<file path="src/rtl/fxp_alu_sequencer_if.sv">
// rtl/fxp_alu_sequencer_if.sv - request/response bus of the fixed-point ALU sequencer
interface fxp_alu_sequencer_if #(
  parameter int WIDTH = 8
);
  logic             in_valid;
  logic             in_ready;
  logic [1:0]       op;
  logic [WIDTH-1:0] a;
  logic [WIDTH-1:0] b;
  logic             out_valid;
  logic             out_ready;
  logic [WIDTH-1:0] result;
  logic             ovf;
  logic             busy;

  // Requester side: issues operations and consumes results
  modport master (
    output in_valid, op, a, b, out_ready,
    input  in_ready, out_valid, result, ovf, busy
  );

  // Sequencer side
  modport slave (
    input  in_valid, op, a, b, out_ready,
    output in_ready, out_valid, result, ovf, busy
  );
endinterface

</file>
<file path="src/rtl/fxp_alu_sequencer.sv">
// rtl/fxp_alu_sequencer.sv - multi-cycle fixed-point ADD/SUB/MOV/MUL sequencer with rounding and saturation
module fxp_alu_sequencer #(
  parameter int WIDTH = 8,
  parameter int FRAC  = 4
) (
  input  logic                 clk,
  input  logic                 rst_n,
  fxp_alu_sequencer_if.slave   bus
);

  localparam int AW = 2 * WIDTH;        // shared adder / accumulator width
  localparam int MW = AW - FRAC;        // rounded product magnitude width
  localparam int CW = $clog2(WIDTH + 1);

  localparam logic [CW-1:0]    LAST_CNT = CW'(WIDTH - 1);
  localparam logic [AW-1:0]    RND      = AW'(1) << (FRAC - 1);
  localparam logic [MW-1:0]    MAG_POS  = MW'((1 << (WIDTH - 1)) - 1);
  localparam logic [MW-1:0]    MAG_NEG  = MW'(1 << (WIDTH - 1));
  localparam logic [WIDTH-1:0] SAT_POS  = {1'b0, {(WIDTH-1){1'b1}}};
  localparam logic [WIDTH-1:0] SAT_NEG  = {1'b1, {(WIDTH-1){1'b0}}};
  localparam logic [WIDTH-1:0] ONE_W    = {{(WIDTH-1){1'b0}}, 1'b1};

  typedef enum logic [1:0] {
    OP_ADD = 2'b00,
    OP_SUB = 2'b01,
    OP_MUL = 2'b10,
    OP_MOV = 2'b11
  } op_e;

  typedef enum logic [2:0] {
    S_IDLE = 3'd0,
    S_EXEC = 3'd1,
    S_MUL  = 3'd2,
    S_FIN  = 3'd3,
    S_DONE = 3'd4
  } state_e;

  state_e           r_state;
  state_e           w_next;
  op_e              r_op;
  logic [WIDTH-1:0] r_a;
  logic [WIDTH-1:0] r_b;
  logic [AW-1:0]    r_mag_a;
  logic [WIDTH-1:0] r_mag_b;
  logic             r_sign;
  logic [AW-1:0]    r_acc;
  logic [CW-1:0]    r_cnt;
  logic [WIDTH-1:0] r_result;
  logic             r_ovf;

  logic             w_in_ready;
  logic             w_out_valid;
  logic             w_busy;
  logic             w_accept;
  logic [WIDTH-1:0] w_abs_a;
  logic [WIDTH-1:0] w_abs_b;
  logic [AW-1:0]    w_add_x;
  logic [AW-1:0]    w_add_y;
  logic             w_add_cin;
  logic [AW-1:0]    w_sum;
  logic [MW-1:0]    w_mag;
  logic [WIDTH-1:0] w_exec_res;
  logic             w_exec_ovf;
  logic [WIDTH-1:0] w_fin_res;
  logic             w_fin_ovf;

  assign w_accept = bus.in_valid & w_in_ready;

  // Magnitudes of the incoming operands; |most negative| still fits unsigned
  assign w_abs_a = bus.a[WIDTH-1] ? (~bus.a + ONE_W) : bus.a;
  assign w_abs_b = bus.b[WIDTH-1] ? (~bus.b + ONE_W) : bus.b;

  // State register
  always_ff @(posedge clk) begin
    if (!rst_n) r_state <= S_IDLE;
    else        r_state <= w_next;
  end

  // Next-state decode and handshake outputs
  always_comb begin
    w_next      = r_state;
    w_in_ready  = 1'b0;
    w_out_valid = 1'b0;
    w_busy      = 1'b1;
    case (r_state)
      S_IDLE: begin
        w_busy     = 1'b0;
        w_in_ready = rst_n;
        if (bus.in_valid && rst_n)
          w_next = (bus.op == OP_MUL) ? S_MUL : S_EXEC;
      end
      S_EXEC: w_next = S_DONE;
      S_MUL:  if (r_cnt == LAST_CNT) w_next = S_FIN;
      S_FIN:  w_next = S_DONE;
      S_DONE: begin
        w_out_valid = 1'b1;
        if (bus.out_ready) w_next = S_IDLE;
      end
      default: w_next = S_IDLE;
    endcase
  end

  // Operand select for the single adder shared by EXEC, MUL steps and FIN rounding
  always_comb begin
    w_add_x   = '0;
    w_add_y   = '0;
    w_add_cin = 1'b0;
    case (r_state)
      S_EXEC: begin
        w_add_x = {{(AW-WIDTH){r_a[WIDTH-1]}}, r_a};
        case (r_op)
          OP_ADD: w_add_y = {{(AW-WIDTH){r_b[WIDTH-1]}}, r_b};
          OP_SUB: begin
            w_add_y   = ~{{(AW-WIDTH){r_b[WIDTH-1]}}, r_b};
            w_add_cin = 1'b1;
          end
          default: w_add_y = '0;
        endcase
      end
      S_MUL: begin
        w_add_x = r_acc;
        w_add_y = r_mag_b[0] ? r_mag_a : '0;
      end
      S_FIN: begin
        w_add_x = r_acc;
        w_add_y = RND;
      end
      default: ;
    endcase
  end

  assign w_sum = w_add_x + w_add_y + {{(AW-1){1'b0}}, w_add_cin};
  assign w_mag = w_sum[AW-1:FRAC];

  // Saturation of the EXEC sum and of the rounded, signed product
  always_comb begin
    w_exec_ovf = w_sum[WIDTH] ^ w_sum[WIDTH-1];
    w_exec_res = w_sum[WIDTH-1:0];
    if (w_exec_ovf) w_exec_res = w_sum[WIDTH] ? SAT_NEG : SAT_POS;
    if (!r_sign) begin
      w_fin_ovf = (w_mag > MAG_POS);
      w_fin_res = w_fin_ovf ? SAT_POS : w_mag[WIDTH-1:0];
    end else begin
      w_fin_ovf = (w_mag > MAG_NEG);
      w_fin_res = w_fin_ovf ? SAT_NEG : (~w_mag[WIDTH-1:0] + ONE_W);
    end
  end

  // Operand capture, shift-add iteration and result registers
  always_ff @(posedge clk) begin
    if (!rst_n) begin
      r_op     <= OP_ADD;
      r_a      <= '0;
      r_b      <= '0;
      r_mag_a  <= '0;
      r_mag_b  <= '0;
      r_sign   <= 1'b0;
      r_acc    <= '0;
      r_cnt    <= '0;
      r_result <= '0;
      r_ovf    <= 1'b0;
    end else begin
      case (r_state)
        S_IDLE: begin
          if (w_accept) begin
            r_op    <= op_e'(bus.op);
            r_a     <= bus.a;
            r_b     <= bus.b;
            r_mag_a <= {{(AW-WIDTH){1'b0}}, w_abs_a};
            r_mag_b <= w_abs_b;
            r_sign  <= bus.a[WIDTH-1] ^ bus.b[WIDTH-1];
            r_acc   <= '0;
            r_cnt   <= '0;
          end
        end
        S_EXEC: begin
          r_result <= w_exec_res;
          r_ovf    <= w_exec_ovf;
        end
        S_MUL: begin
          r_acc   <= w_sum;
          r_mag_a <= r_mag_a << 1;
          r_mag_b <= r_mag_b >> 1;
          r_cnt   <= r_cnt + CW'(1);
        end
        S_FIN: begin
          r_result <= w_fin_res;
          r_ovf    <= w_fin_ovf;
        end
        default: ;
      endcase
    end
  end

  assign bus.in_ready  = w_in_ready;
  assign bus.out_valid = w_out_valid;
  assign bus.busy      = w_busy;
  assign bus.result    = r_result;
  assign bus.ovf       = r_ovf;

endmodule

</file>
<file path="src/flat_wrapper.sv">
// flat-port wrapper written by rule: the top's interface ports become plain ports
module fxp_alu_sequencer_flat 
#(
  parameter int WIDTH = 8,
  parameter int FRAC  = 4
)
  (clk, rst_n, bus_in_valid, bus_op, bus_a, bus_b, bus_out_ready, bus_in_ready, bus_out_valid, bus_result, bus_ovf, bus_busy);
  fxp_alu_sequencer_if #(.WIDTH(WIDTH)) bus_i ();
  input  logic clk;
  input  logic rst_n;
  input wire logic [$bits(bus_i.in_valid)-1:0] bus_in_valid;
  input wire logic [$bits(bus_i.op)-1:0] bus_op;
  input wire logic [$bits(bus_i.a)-1:0] bus_a;
  input wire logic [$bits(bus_i.b)-1:0] bus_b;
  input wire logic [$bits(bus_i.out_ready)-1:0] bus_out_ready;
  output wire logic [$bits(bus_i.in_ready)-1:0] bus_in_ready;
  output wire logic [$bits(bus_i.out_valid)-1:0] bus_out_valid;
  output wire logic [$bits(bus_i.result)-1:0] bus_result;
  output wire logic [$bits(bus_i.ovf)-1:0] bus_ovf;
  output wire logic [$bits(bus_i.busy)-1:0] bus_busy;
  assign bus_i.in_valid = bus_in_valid;
  assign bus_i.op = bus_op;
  assign bus_i.a = bus_a;
  assign bus_i.b = bus_b;
  assign bus_i.out_ready = bus_out_ready;
  assign bus_in_ready = bus_i.in_ready;
  assign bus_out_valid = bus_i.out_valid;
  assign bus_result = bus_i.result;
  assign bus_ovf = bus_i.ovf;
  assign bus_busy = bus_i.busy;
  fxp_alu_sequencer #(.WIDTH(WIDTH), .FRAC(FRAC)) u_core (.clk(clk), .rst_n(rst_n), .bus(bus_i));
endmodule
</file>
<file path="config.mk">
export PLATFORM = sky130hd
export DESIGN_NAME = fxp_alu_sequencer_flat
export DESIGN_NICKNAME = d
export VERILOG_FILES = /design/src/rtl/fxp_alu_sequencer_if.sv /design/src/rtl/fxp_alu_sequencer.sv /design/src/flat_wrapper.sv
export SDC_FILE = /design/constraint.sdc
export NUM_CORES = 1
export LEC_CHECK = 0
export ABC_AREA = 0
export CAP_MARGIN = 15
export CELL_PAD_IN_SITES_DETAIL_PLACEMENT = 2
export CELL_PAD_IN_SITES_GLOBAL_PLACEMENT = 2
export CORE_AREA = 2 2 138 99
export CTS_CLUSTER_SIZE = 40
export DETAILED_ROUTE_END_ITERATION = 10
export DIE_AREA = 0 0 140 101
export PLACE_DENSITY_LB_ADDON = 0.1
export SLEW_MARGIN = 15
export SYNTH_ARGS = -nofsm -noshare
export SYNTH_HDL_FRONTEND = slang
export SYNTH_SLANG_ARGS = --single-unit
</file>
<file path="constraint.sdc">
create_clock -name clk -period 7 [get_ports clk]
set_input_delay 1.4 -clock clk [delete_from_list [all_inputs] [get_ports clk]]
set_output_delay 1.4 -clock clk [all_outputs]
set_load 0.01 [all_outputs]
</file>
==> results.sh <==
export IMPL_routabilityCongestion=0.8401
export IMPL_route_detailed_drc=0
export IMPL_synth_area_mm2=0.004667
export IMPL_antenna_found_initial=0
export IMPL_worstSetupStartpointType="register"
export IMPL_synth_distinct_cells=57
export IMPL_clock_latency_ns=0.34
export IMPL_pwr_density_cell_mw_per_mm2=222.2
export IMPL_final_net_count=670
export IMPL_ys_seq_area_share_pct=32.17
export IMPL_port_buffers=33
export IMPL_vias=4513
export IMPL_via_per_inst=5.655
export IMPL_grt_max_degree=59
export IMPL_hp_start="u_core.r_mag_b[7]$_SDFFE_PN0P_"
export IMPL_diodes=0
export IMPL_critPathBufInv=0
export IMPL_clkTransAtPathRegs_ns=0.06
export IMPL_path_class="reg2reg"
export IMPL_root_buffer="clkbuf_16"
export IMPL_cpMaxStageDelayCell="o311ai_0"
export IMPL_start_util_pct=36.13
export IMPL_hold_path_end="u_core.r_mag_b[7]$_SDFFE_PN0P_"
export IMPL_finalHoldViolCount=0
export IMPL_seq_power_share_pct=38.3
export IMPL_grt_usage_pct=24.10
export IMPL_slew_violations=0
export IMPL_pwr_share_clk_pct=45.4
export IMPL_path_cells="nor3b_2 > and2_0 > a22o_1 > fa_1 > fa_1 > a211oi_1 > o21ai_1 > a31oi_1 > a21oi_1 > xnor2_1 > or4b_4 > o311ai_0 > a21oi_1"
export IMPL_skew_ns=0.005274
export IMPL_drt_wirelength_per_cell_um=20.50
export IMPL_power_switching_uw=335.9
export IMPL_leakagePower_nw=2.314
export IMPL_power_internal_uw=879.5
export IMPL_grt_pass1_wl_mm=26.73
export IMPL_final_cell_mix="nand2_1 (119), dfxtp_1 (75), nor2_1 (55), nand3_1 (41), clkdlybuf4s50_1 (33)"
export IMPL_rsz0062_at_grt="no"
export IMPL_grt_pass1_vias=4747
export IMPL_cts_tree="done"
export IMPL_clock_path_buffers=2
export IMPL_first_iter_violations=253
export IMPL_yosysWarningCount=0
export IMPL_die_y_um=101
export IMPL_dp_hpwl_mm=11.63
export IMPL_synth_edf_count=0
export IMPL_die_area_mm2=0.01414
export IMPL_reg2reg_to="u_core.bus.result[7]$_SDFFE_PN0P_"
export IMPL_min_path_cells=2
export IMPL_max_freq_mhz=180.4
export IMPL_swShare_pct=27.63
export IMPL_synthArstFlopShare_pct=0
export IMPL_worst_slack_ns=1.458
export IMPL_core_mm2=0.01292
export IMPL_die_w_um=140
export IMPL_max_slew_margin_rel_pct=39.05
export IMPL_worst_pin_slew_ns=0.9124
export IMPL_synthToLayoutAreaGrowth_pct=17.21
export IMPL_drive_gt1_share_pct=4.905
export IMPL_slowest_delay_ns=0.60
export IMPL_drt_total_wl_mm=16.36
export IMPL_pre_cts_ws_ns=1.638
export IMPL_crit_fanout=22
export IMPL_hold_buffers=0
export IMPL_ys_seq_elements=75
export IMPL_cts_made_buffers=9
export IMPL_status="finished, final reports clean"
export IMPL_cts_resized=0
export IMPL_r2r_cells=13
export IMPL_finalCriticalPeriod_ns=5.542
export IMPL_final_setup_tns_ns=0
export IMPL_required_ns=7.20
export IMPL_post_cts_buffers=0
export IMPL_htreeDepth=3
export IMPL_crit_family="compound AO/OA/AOI/OAI gates"
export IMPL_ir_worst_vdd_v=0.0001314
export IMPL_synth_cells=616
export IMPL_r2r_slack_ns=1.46
export IMPL_cap_violations=0
export IMPL_timing_rr_start="u_core.r_state[1]$_SDFFE_PN0P_"
export IMPL_syn_avg_cell_area_um2=7.576
export IMPL_arrival_ns=5.75
export IMPL_ys_flop_type="dfxtp_1"
export IMPL_ant_nets=0
export IMPL_synth_nets=659
export IMPL_fin_crit_sh_pct=79.18
export IMPL_setup_viol=0
export IMPL_rows=35
export IMPL_boundaryPins=34
export IMPL_placed_cells=781
export IMPL_holdCritPathClass="reg2reg"
export IMPL_gr_total_overflow=0
export IMPL_end_kind="register"
export IMPL_drt_first_pass_iters=6
export IMPL_cts_sinks=75
export IMPL_p_comb_share_pct=16.2
export IMPL_final_common_cell="nand2_1"
export IMPL_finalNonFillerCells=798
through the flow:
stage	utilization, %	instance area, um^2	hold WS [ns]	total power, mW
global placement	39.46	5097	0.4497	0.6603
CTS	42.17	5448	0.4657	1.225
finish	42.34	5470	0.4671	1.215
global route	42.34	5470	0.4917	1.268
detailed placement	39.46	5097	0.4552	0.6679
floorplan	-	4667	0.4337	0.5951
cells in the mapped netlist, drive strengths merged (4+ instances only):
library cell	number	area share, %
a2111oi	4	0.75
a211oi	7	1.1
a21boi	16	2.6
a21o	4	0.64
a21oi	30	3.3
a221oi	11	2.1
a22o	9	1.7
a22oi	10	1.6
a31oi	8	1.1
and2	9	1.2
buf	10	1.0
clkbuf	30	2.4
dfxtp	75	32
ha	19	5.1
inv	15	1.2
nand2	120	9.7
nand2b	4	0.54
nand3	41	4.4
nor2	56	4.5
nor2b	11	1.5
nor3b	5	0.80
o211ai	6	0.97
o21a	5	0.80
o21ai	20	2.1
o31ai	11	1.8
or3	7	0.94
xnor2	10	1.9
xor2	24	4.5
cells by family (layout without fill, tap and decap cells):
logic type	count (synthesis)	in the layout	share of synthesized area, %
simple gates	268	268	25.82
compound gates	155	155	23.27
flops	75	75	32.17
buf+inv	55	71	4.638
xor+xnor	34	34	6.381
fa+ha+maj	24	24	6.595
mux	5	5	1.126
final cells by class:
| cell class | instances | area [um^2] |
|---|---|---|
| clock inverters | 6 | 111.4 |
| fillers | 1471 | 7448 |
| multi-input cells | 486 | 2959 |
| inverters | 15 | 56.30 |
| well taps | 166 | 207.7 |
| flip-flops and latches | 75 | 1501 |
| repair buffers | 40 | 395.4 |
| clock buffers | 10 | 239.0 |
registers in the layout (all words and copies together) (netlist names):
register / count
u_core.r_mag_a: 16
u_core.r_mag_b: 8
u_core.r_op: 2
u_core.bus.result: 8
u_core.r_cnt: 4
u_core.bus.ovf: 1
u_core.r_state: 3
u_core.r_acc: 16
u_core.r_b: 8
u_core.r_sign: 1
u_core.r_a: 8
per-layer routing:
layer / wire, um / global-route usage, % / part of all wire (%)
met1: 8546 / 34.34 / 52
met2: 7282 / 38.65 / 45
met3: 344 / 3.420 / 2.1
met4: 185 / 5.983 / 1.1
met5: 0 / 0 / 0
worst reg2reg max path: cells and delay by family, from the launching register on:
family                   cells  cell delay [ns]
AO/OA/AOI/OAI                7             2.38
XOR/XNOR                     1             0.20
adder cells (fa/ha/maj)      2             0.94
flip-flops                   1             0.54
AND/OR/NAND/NOR              3             1.36
power by group through the flow:
stage                     combinational (mW)  clock [mW]  sequential (mW)
final                                  0.197       0.552            0.466
after global routing                   0.217       0.582            0.468
after CTS                              0.195       0.565            0.466
after detailed placement               0.193           0            0.475
after global placement                 0.187           0            0.474
after floorplan                        0.131           0            0.464
worst max path at each step:
stage | startpoint | end | slack, ns | cells after the start
5_1_grt | u_core.r_state[1]$_SDFFE_PN0P_ | u_core.bus.result[7]$_SDFFE_PN0P_ | 1.07 | 15
6_report | u_core.r_state[1]$_SDFFE_PN0P_ | u_core.bus.result[7]$_SDFFE_PN0P_ | 1.46 | 13
2_1_floorplan | u_core.r_state[0]$_SDFFE_PN0P_ | u_core.bus.result[6]$_SDFFE_PN0P_ | 2.67 | 13
4_1_cts | u_core.r_state[1]$_SDFFE_PN0P_ | u_core.bus.result[7]$_SDFFE_PN0P_ | 1.56 | 13
3_5_place_dp | u_core.r_state[1]$_SDFFE_PN0P_ | u_core.bus.result[7]$_SDFFE_PN0P_ | 1.64 | 15
3_3_place_gp | u_core.r_state[1]$_SDFFE_PN0P_ | u_core.bus.result[0]$_SDFFE_PN0P_ | 1.89 | 13
(Power assumes the default switching activity.)
